===== src/rtl/mem_stage.sv =====
// Memory-access pipeline stage: holds one instruction, issues at most one data-cache
// request per load/store, extends load data and drains responses orphaned by a flush.
module mem_stage (
    input  logic        clk_i,
    input  logic        rst_ni,
    input  logic        flush_i,
    input  logic        left_valid_i,
    output logic        left_ready_o,
    input  logic [31:0] ex_pc_i,
    input  logic [31:0] ex_inst_i,
    input  logic        ex_wreg_en_i,
    input  logic [4:0]  ex_wreg_index_i,
    input  logic [31:0] ex_result_i,
    input  logic [2:0]  ex_ld_op_i,
    input  logic [1:0]  ex_st_op_i,
    input  logic [31:0] ex_st_data_i,
    input  logic        ex_excp_i,
    output logic        dreq_valid_o,
    input  logic        dreq_ready_i,
    output logic        dreq_we_o,
    output logic [31:0] dreq_addr_o,
    output logic [3:0]  dreq_wstrb_o,
    output logic [31:0] dreq_wdata_o,
    input  logic        dresp_valid_i,
    input  logic [31:0] dresp_rdata_i,
    output logic        right_valid_o,
    input  logic        right_ready_i,
    output logic [31:0] mem_pc_o,
    output logic [31:0] mem_inst_o,
    output logic        mem_wreg_en_o,
    output logic [4:0]  mem_wreg_index_o,
    output logic [31:0] mem_result_o,
    output logic [31:0] mem_addr_o,
    output logic        mem_ale_o,
    output logic        mem_excp_o
);

    typedef enum logic [2:0] {StIdle, StReq, StWait, StHold, StDrain} state_e;

    state_e      state_q, state_d;
    logic [31:0] pc_q, pc_d, inst_q, inst_d, result_q, result_d, addr_q, addr_d;
    logic [31:0] wdata_q, wdata_d;
    logic [4:0]  wreg_index_q, wreg_index_d;
    logic [3:0]  wstrb_q, wstrb_d;
    logic [2:0]  ld_op_q, ld_op_d;
    logic        wreg_en_q, wreg_en_d, ale_q, ale_d, excp_q, excp_d, we_q, we_d;

    logic        capture, is_ld, is_st, is_h, is_w, ale, cap_mem;
    logic [3:0]  st_wstrb;
    logic [31:0] st_wdata, ld_data;
    logic [7:0]  ld_byte;
    logic [15:0] ld_half;

    // Decode of the incoming EX instruction
    always_comb begin
        is_ld    = (ex_ld_op_i != 3'd0) && (ex_ld_op_i <= 3'd5);
        is_st    = (ex_st_op_i != 2'd0);
        is_h     = (ex_ld_op_i == 3'd2) || (ex_ld_op_i == 3'd5) || (ex_st_op_i == 2'd2);
        is_w     = (ex_ld_op_i == 3'd3) || (ex_st_op_i == 2'd3);
        ale      = (is_h && ex_result_i[0]) || (is_w && (ex_result_i[1:0] != 2'b00));
        cap_mem  = (is_ld || is_st) && !ex_excp_i && !ale;
        st_wstrb = 4'b0000;
        st_wdata = 32'h0;
        unique case (ex_st_op_i)
            2'd1: begin
                st_wstrb = 4'b0001 << ex_result_i[1:0];
                st_wdata = {4{ex_st_data_i[7:0]}};
            end
            2'd2: begin
                st_wstrb = ex_result_i[1] ? 4'b1100 : 4'b0011;
                st_wdata = {2{ex_st_data_i[15:0]}};
            end
            2'd3: begin
                st_wstrb = 4'b1111;
                st_wdata = ex_st_data_i;
            end
            default: ;
        endcase
    end

    // Load extraction from the returned word
    always_comb begin
        unique case (addr_q[1:0])
            2'd0:    ld_byte = dresp_rdata_i[7:0];
            2'd1:    ld_byte = dresp_rdata_i[15:8];
            2'd2:    ld_byte = dresp_rdata_i[23:16];
            default: ld_byte = dresp_rdata_i[31:24];
        endcase
        ld_half = addr_q[1] ? dresp_rdata_i[31:16] : dresp_rdata_i[15:0];
        unique case (ld_op_q)
            3'd1:    ld_data = {{24{ld_byte[7]}}, ld_byte};
            3'd2:    ld_data = {{16{ld_half[15]}}, ld_half};
            3'd3:    ld_data = dresp_rdata_i;
            3'd4:    ld_data = {24'h0, ld_byte};
            3'd5:    ld_data = {16'h0, ld_half};
            default: ld_data = result_q;
        endcase
    end

    // FSM: state register
    always_ff @(posedge clk_i or negedge rst_ni) begin
        if (!rst_ni) state_q <= StIdle;
        else         state_q <= state_d;
    end

    // FSM: next state
    always_comb begin
        state_d = state_q;
        if (flush_i) begin
            // Any request the cache has accepted must have its response swallowed
            if ((state_q == StWait  && !dresp_valid_i) ||
                (state_q == StReq   && dreq_ready_i)   ||
                (state_q == StDrain && !dresp_valid_i)) state_d = StDrain;
            else                                        state_d = StIdle;
        end else begin
            unique case (state_q)
                StIdle:  if (capture) state_d = cap_mem ? StReq : StHold;
                StReq:   if (dreq_ready_i) state_d = StWait;
                StWait:  if (dresp_valid_i) state_d = StHold;
                StHold:  if (right_ready_i) state_d = capture ? (cap_mem ? StReq : StHold) : StIdle;
                StDrain: if (dresp_valid_i) state_d = StIdle;
                default: state_d = StIdle;
            endcase
        end
    end

    // FSM: outputs
    always_comb begin
        left_ready_o  = !flush_i && (state_q == StIdle || (state_q == StHold && right_ready_i));
        right_valid_o = !flush_i && (state_q == StHold);
        dreq_valid_o  = (state_q == StReq);
    end

    assign capture = left_valid_i && left_ready_o;

    always_comb begin
        pc_d         = pc_q;
        inst_d       = inst_q;
        wreg_en_d    = wreg_en_q;
        wreg_index_d = wreg_index_q;
        result_d     = result_q;
        addr_d       = addr_q;
        ale_d        = ale_q;
        excp_d       = excp_q;
        ld_op_d      = ld_op_q;
        we_d         = we_q;
        wstrb_d      = wstrb_q;
        wdata_d      = wdata_q;
        if (capture) begin
            pc_d         = ex_pc_i;
            inst_d       = ex_inst_i;
            wreg_en_d    = ex_wreg_en_i && !ale;
            wreg_index_d = ex_wreg_index_i;
            result_d     = ex_result_i;
            addr_d       = ex_result_i;
            ale_d        = ale;
            excp_d       = ex_excp_i || ale;
            ld_op_d      = is_ld ? ex_ld_op_i : 3'd0;
            we_d         = is_st;
            wstrb_d      = st_wstrb;
            wdata_d      = st_wdata;
        end else if (state_q == StWait && dresp_valid_i && ld_op_q != 3'd0) begin
            result_d = ld_data;
        end
    end

    always_ff @(posedge clk_i or negedge rst_ni) begin
        if (!rst_ni) begin
            pc_q         <= 32'h0;
            inst_q       <= 32'h0;
            wreg_en_q    <= 1'b0;
            wreg_index_q <= 5'h0;
            result_q     <= 32'h0;
            addr_q       <= 32'h0;
            ale_q        <= 1'b0;
            excp_q       <= 1'b0;
            ld_op_q      <= 3'd0;
            we_q         <= 1'b0;
            wstrb_q      <= 4'h0;
            wdata_q      <= 32'h0;
        end else begin
            pc_q         <= pc_d;
            inst_q       <= inst_d;
            wreg_en_q    <= wreg_en_d;
            wreg_index_q <= wreg_index_d;
            result_q     <= result_d;
            addr_q       <= addr_d;
            ale_q        <= ale_d;
            excp_q       <= excp_d;
            ld_op_q      <= ld_op_d;
            we_q         <= we_d;
            wstrb_q      <= wstrb_d;
            wdata_q      <= wdata_d;
        end
    end

    assign dreq_we_o        = we_q;
    assign dreq_addr_o      = addr_q;
    assign dreq_wstrb_o     = wstrb_q;
    assign dreq_wdata_o     = wdata_q;
    assign mem_pc_o         = pc_q;
    assign mem_inst_o       = inst_q;
    assign mem_wreg_en_o    = wreg_en_q;
    assign mem_wreg_index_o = wreg_index_q;
    assign mem_result_o     = result_q;
    assign mem_addr_o       = addr_q;
    assign mem_ale_o        = ale_q;
    assign mem_excp_o       = excp_q;

endmodule


===== config.mk =====
export PLATFORM = sky130hd
export DESIGN_NAME = mem_stage
export DESIGN_NICKNAME = d
export VERILOG_FILES = /design/src/rtl/mem_stage.sv
export SDC_FILE = /design/constraint.sdc
export NUM_CORES = 1
export LEC_CHECK = 0
export ABC_AREA = 1
export BUFFER_PORTS_ARGS = -buffer_cell sky130_fd_sc_hd__buf_2
export CAP_MARGIN = 20
export CORE_AREA = 2 2 152 154
export CTS_BUF_LIST = sky130_fd_sc_hd__clkbuf_16
export CTS_CLUSTER_DIAMETER = 150
export DETAILED_ROUTE_END_ITERATION = 10
export DIE_AREA = 0 0 154 156
export PLACE_DENSITY = 0.66
export SYNTH_ARGS = -nofsm -noshare
export SYNTH_HDL_FRONTEND = slang
export SYNTH_SLANG_ARGS = --single-unit

===== constraint.sdc =====
create_clock -name clk_i -period 2.3 [get_ports clk_i]
set_input_delay 0.115 -clock clk_i [delete_from_list [all_inputs] [get_ports clk_i]]
set_output_delay 0.115 -clock clk_i [all_outputs]
set_load 0.01 [all_outputs]

Yosys cells after proc, flatten, opt, wreduce, memory -nomap -nowiden
Cells that the tools add are included.
- flip-flop bits (word level): 179
- bits in latches: 0
- memory bits (writable): 0
- memory bits (read-only): 0
- input bits: 179
- output and inout bits: 208
- logic and storage cells: 94
- memories kept: 0
- $add $sub $neg: 0
- $mul: 0
- div/mod/pow operators: 0
- $lt $le $gt $ge: 1
- equal/unequal tests: 22
- shifts and indexed selects: 1
- multiplexer cells: 19
- bitwise logic cells: 0
- reduce and logical (&&, ||, !) cells: 38
- operator list (kind ; number):
    case mux 32 bit (5 select lines) ; 1
    case mux 32 bit (3 select lines) ; 1
    two-way mux 32 bit ; 2
    two-way mux 3 bit ; 8
    case mux 8 bit (3 select lines) ; 1
    equality test 3 x 2 -> 1 bit, second input constant ; 6
    two-way mux 16 bit ; 1
    logical AND 1 bit ; 15
    case mux 3 bit (5 select lines) ; 1
    equality test 3 bit, second input constant ; 4
    inequality test 3 bit, second input constant ; 4
    case mux 4 bit (3 select lines) ; 1
    logical OR 1 bit ; 9
    equality test 2 bit, second input constant ; 3
    equality test 3 x 1 -> 1 bit, second input constant ; 2
    nonzero test 2 bit ; 3
    nonzero test 3 bit ; 2
    nonzero test 6 bit ; 1
    AND reduction 5 bit ; 1
    equality test 2 x 1 -> 1 bit, second input constant ; 2
    logical NOT 1 bit ; 4
    two-way mux 2 bit ; 2
    two-way mux 4 bit ; 1
    << shifter 1 x 2 -> 4 bit, first input constant ; 1
    other kinds (5) ; 5

Longest topological paths before layout
- depth after elaboration: 12
- depth in mapped cells: 11
- gate-level depth less buffers: 11

Least setup slack after synthesis
Ideal clock, no wire load.
- path kind: register -> register
- start: register ld_op_q[1]
- end: register result_q[23] (netlist: mem_result_o[23])
- library setup time: 77 ps
- arrival time: 1475 ps
- data required time: 2223 ps
- slack: 747 ps
- cell stages (with the launch flop): 9
- buffers on the path: 1
- clock period less this slack: 1553 ps
- cells stage by stage: dfrtp_1 -> inv_1 -> ha_1 -> inv_1 -> clkbuf_1 -> nand2_1 -> nand3_1 -> nand2_1 -> a21oi_1
- longest elaborated chain between the ends: 4
- elaborated cells between the ends (all ways): 13
- classes of those cells: eq/ne (5); mux (3); reduce/logical (5)
- RTL lines (item ; line ; source):
    from (decl) ; 45 ; logic [2:0] ld_op_q, ld_op_d;
    from (signal assigned) ; 190 ; ld_op_q <= ld_op_d;
    equality test 3 bit (tied with other cells) ; 90 ; unique case (ld_op_q)
    case mux 32 bit (5 select lines) / logical AND 1 bit (equally long branches) ; 90, 162 ;
    two-way mux 32 bit / nonzero test 2 bit (equally long branches) ; - ;
    two-way mux 32 bit / AND reduction 2 bit (equally long branches) ; - ;
    to (signal assigned) ; 186 ; result_q <= result_d;
    to (decl) ; 41 ; logic [31:0] pc_q, pc_d, inst_q, inst_d, result_q, result_d, addr_q, addr_d;
Several ways; a longest one is shown, not always the timed one. The select of a mux whose other input is x is not followed.
A chain may end at the register's enable or synchronous reset.

Final worst setup path
- start: register state_q[1]
- end: register wdata_q[23] (netlist: dreq_wdata_o[23])
- longest elaborated chain between the ends: 5
- elaborated cells between the ends (all ways): 6
- classes of those cells: eq/ne (1); reduce/logical (5)
- RTL lines (item ; line ; source):
    from (decl) ; 40 ; state_e state_q, state_d;
    from (signal assigned) ; 102 ; if (!rst_ni) state_q <= StIdle;
    from (signal assigned) ; 103 ; else state_q <= state_d;
    equality test 3 x 2 -> 1 bit ; 129 ; left_ready_o = !flush_i && (state_q == StIdle || (state_q == StHold && right_ready_i));
    logical AND 1 bit ; 129 ;
    logical OR 1 bit * ; 129 ;
    logical AND 1 bit * ; 129 ;
    logical AND 1 bit * ; 134 ; assign capture = left_valid_i && left_ready_o;
    to (signal assigned) ; 193 ; wdata_q <= wdata_d;
    to (decl) ; 42 ; logic [31:0] wdata_q, wdata_d;
Every way passes the cells marked *; elsewhere a longest branch is shown, timed or not.

==> impl_results.md <==
- Min Tclk post-route: approximately 2100 ps
- Sequential area share after synthesis: 0.508
- Total grt overflow: 0
- CTS tree: done
- Vias in the first global route: ~9k
- Layout fillers: around 2k
- Unrepaired setup endpoints after global routing: no
- Routed vias/inst: between 4 and 5
- Final period utilization: 0.921
- Total CTS buffers: 17
- Fin. max-slew vios: 0
- WHS: ~20 ps
- Outcome: finished clean
- Final RePlAce weighted congestion: between 0.8 and 0.9
- Synth Area in Compound Gates: 0.0864
- Most frequent cells in the layout: 560 x nand2_1, 385 x buf_2, 179 x dfrtp_1
- Post-DR wirelength/cell: 16.0 um
- Synthesized-area fraction occupied by adder cells: 0.00284
- # nets final: 1808
- Post-synthesis simple-gate area fraction: 0.313
- DRT iter0 DRCs: just under 600
- DR DRC count: 0
- Synth Cell Area: between 0.008 and 0.009 sq mm
- Initial antenna violation count: 1
- Syn_area_per_cell: 7.62 sq um
- Setup TNS: 0 ps
- EDFF count, synth: 0
- PD cells: between 1000 and 1500 mW/mm^2
- CP startpoint kind: flip-flop
- Layout cells sized above 1: 0.278
- Clock Path Buffers: 2
- Final Hold Fails: 0
- Clk_skew: roughly 13 ps
- Gate Count Post-Synth: 1157
- Via count: between 9k and 10k
- CP endpoint kind: flip-flop
- Largest net degree at the start of global routing: between 70 and 80
- Req. time, crit path: between 2000 and 3000 ps
- Chip Height: ~160 um
- Kind of critical path: flip-flop to flip-flop
- Most common cell after layout, fill and taps aside: nand2_1
- Chip Width: approximately 150 um
- Clock Latency Late Sink: 440 ps
- Synth unique cells: 35
- IO Port Bufs: approximately 390
- Slew @ Worst Pin: roughly 640 ps
- Clock transition at path regs: 80 ps
- Leakage: 7.19 nW
- Post-Syn Nets: ~1.3k
- Max Fclk: around 0.47 GHz
- Num rows: 55
- Post-synthesis mux area share: 0
- Critical path peak fanout: 19
- Max transition margin: 0.575
- Core box area: between 0.02 and 0.025 sq mm
- Endpoints failing setup: 0
- H-tree depth: 4
- Post-route ant nets: 0
- Starting Density: 0.394
- Crit path DAT: about 2500 ps
- Async set or reset register ratio after synthesis: 1.00
- Yosys warning total: 0
- Num ports: approximately 390
- Xor/xnor share of the synthesized area: 0
- VDD IR-drop max: 0.000597 V
- TritonRoute pass-1 iters: 5
- Max-cap violations: 0
- Ys flop type: dfrtp_1
- Clock sinks: 179
- Worst min-delay path class: input pin to flip-flop
- Largest family of logic cells by synthesized area: simple AND/OR/NAND/NOR gates
- Final HPWL DP: around 21000 um
- Gr usage total: 0.246
- First-pass GRT wire length: around 47000 um
- Area Overhead vs Synth: 44.4%
- FF+latch count, synth: 179
- Die area: around 0.024 sq mm
- Routed Wire Length: roughly 31000 um
- Final total power: about 0.016 W
- Root buf cell: clkbuf_16
==> per-layer routing <==
layer | vias to the layer above | global-route usage | share of wire
met2 | 407 | 0.413 | 0.49
met4 | 0 | 0.0952 | 0.028
met3 | 62 | 0.0506 | 0.066
met1 | 4425 | 0.313 | 0.42
li1 | 4548 | - | -
met5 | - | 0 | 0
==> critical path, stage by stage (launching register included) <==
cell	delay (ps)
dfrtp_1	440
nor2_2	160
nand2_2	80
nand2_2	100
nand3_4	110
buf_16	200
nor2_8	160
o21ai_1	80
o21ai_1	130
dlygate4sd3_1	570
==> worst paths after layout <==
check                                 startpoint                to  slack [ps]  cells after the start
worst min register to register       mem_pc_o[2]       mem_pc_o[2]         480                      2
max in group asynchronous                 rst_ni    dreq_addr_o[9]        1320                      3
min in group asynchronous                 rst_ni     mem_inst_o[0]         260                      2
worst max-delay path                  state_q[1]  dreq_wdata_o[23]         180                      9
worst max register to register        state_q[1]  dreq_wdata_o[23]         180                      9
worst min-delay path            ex_st_data_i[27]  dreq_wdata_o[27]          20                      3
==> logic make-up (layout without fill, tap and decap cells) <==
family / Yosys count / in the layout
AOI/OAI and AO/OA: 137 / 137
other: 0 / 2
adders and majority gates: 2 / 2
and+or+nand+nor: 692 / 692
DFF: 179 / 179
buffers and inverters: 147 / 629
==> final cells by class <==
cell class                      instances  area, sq um  area share
Clock inverter                         14          161      0.0127
Sequential cell                       179         4480       0.352
Tap cell                              285          357      0.0280
Inverter                               58          220      0.0173
Timing Repair Buffer                  540         3540       0.278
Antenna cell                            2         5.00    0.000393
Clock buffer                           17          425      0.0334
Multi-Input combinational cell        831         3560       0.279
==> flip-flops by register name, indices dropped and copies added (netlist names), 3 cells and up <==
register          count
dreq_wdata_o         32
mem_inst_o           32
mem_result_o         32
ld_op_q               3
state_q               3
mem_pc_o             32
dreq_wstrb_o          4
mem_wreg_index_o      5
dreq_addr_o          32
==> synth_stat cells (all sizes together) (2+ instances only) <==
library cell	n	share of area
nand2	563	0.24
dfrtp	179	0.51
buf	81	0.062
nor2	67	0.031
o21ai	66	0.037
inv	58	0.025
a21oi	45	0.026
nand3	36	0.022
nand4	23	0.016
a22o	8	0.0079
clkbuf	8	0.0034
o211ai	6	0.0051
o21a	3	0.0026
a21o	2	0.0017
ha	2	0.0028
o22ai	2	0.0014
o31ai	2	0.0017
==> stage by stage <==
step	instances	instance area (sq um)	utilization	setup slack (ps)
5_1_grt	1925	12700	0.570	42.9
6_report	1926	12700	0.570	182
4_1_cts	1917	12600	0.565	37.2
2_1_floorplan	1157	8820	-	747
3_5_place_dp	1757	10800	0.481	441
3_3_place_gp	1757	10800	0.481	492
==> where the power goes <==
group	leakage, nW	switching, W	total [W]	internal [W]
Clock	0.283	0.00148	0.00294	0.00146
Combinational	4.70	0.00438	0.00723	0.00285
Sequential	2.21	0.000954	0.00558	0.00463
==> timing repair <==
| action | CTS | global route |
|---|---|---|
| endpoints found under the hold margin | 208 | 0 |
| hold buffers | 129 | 0 |
| endpoints found under the setup margin | 0 | 1 |
| buffers inserted | 0 | 5 |
| resized for setup | 0 | 1 |
(Power assumes the default switching activity.)
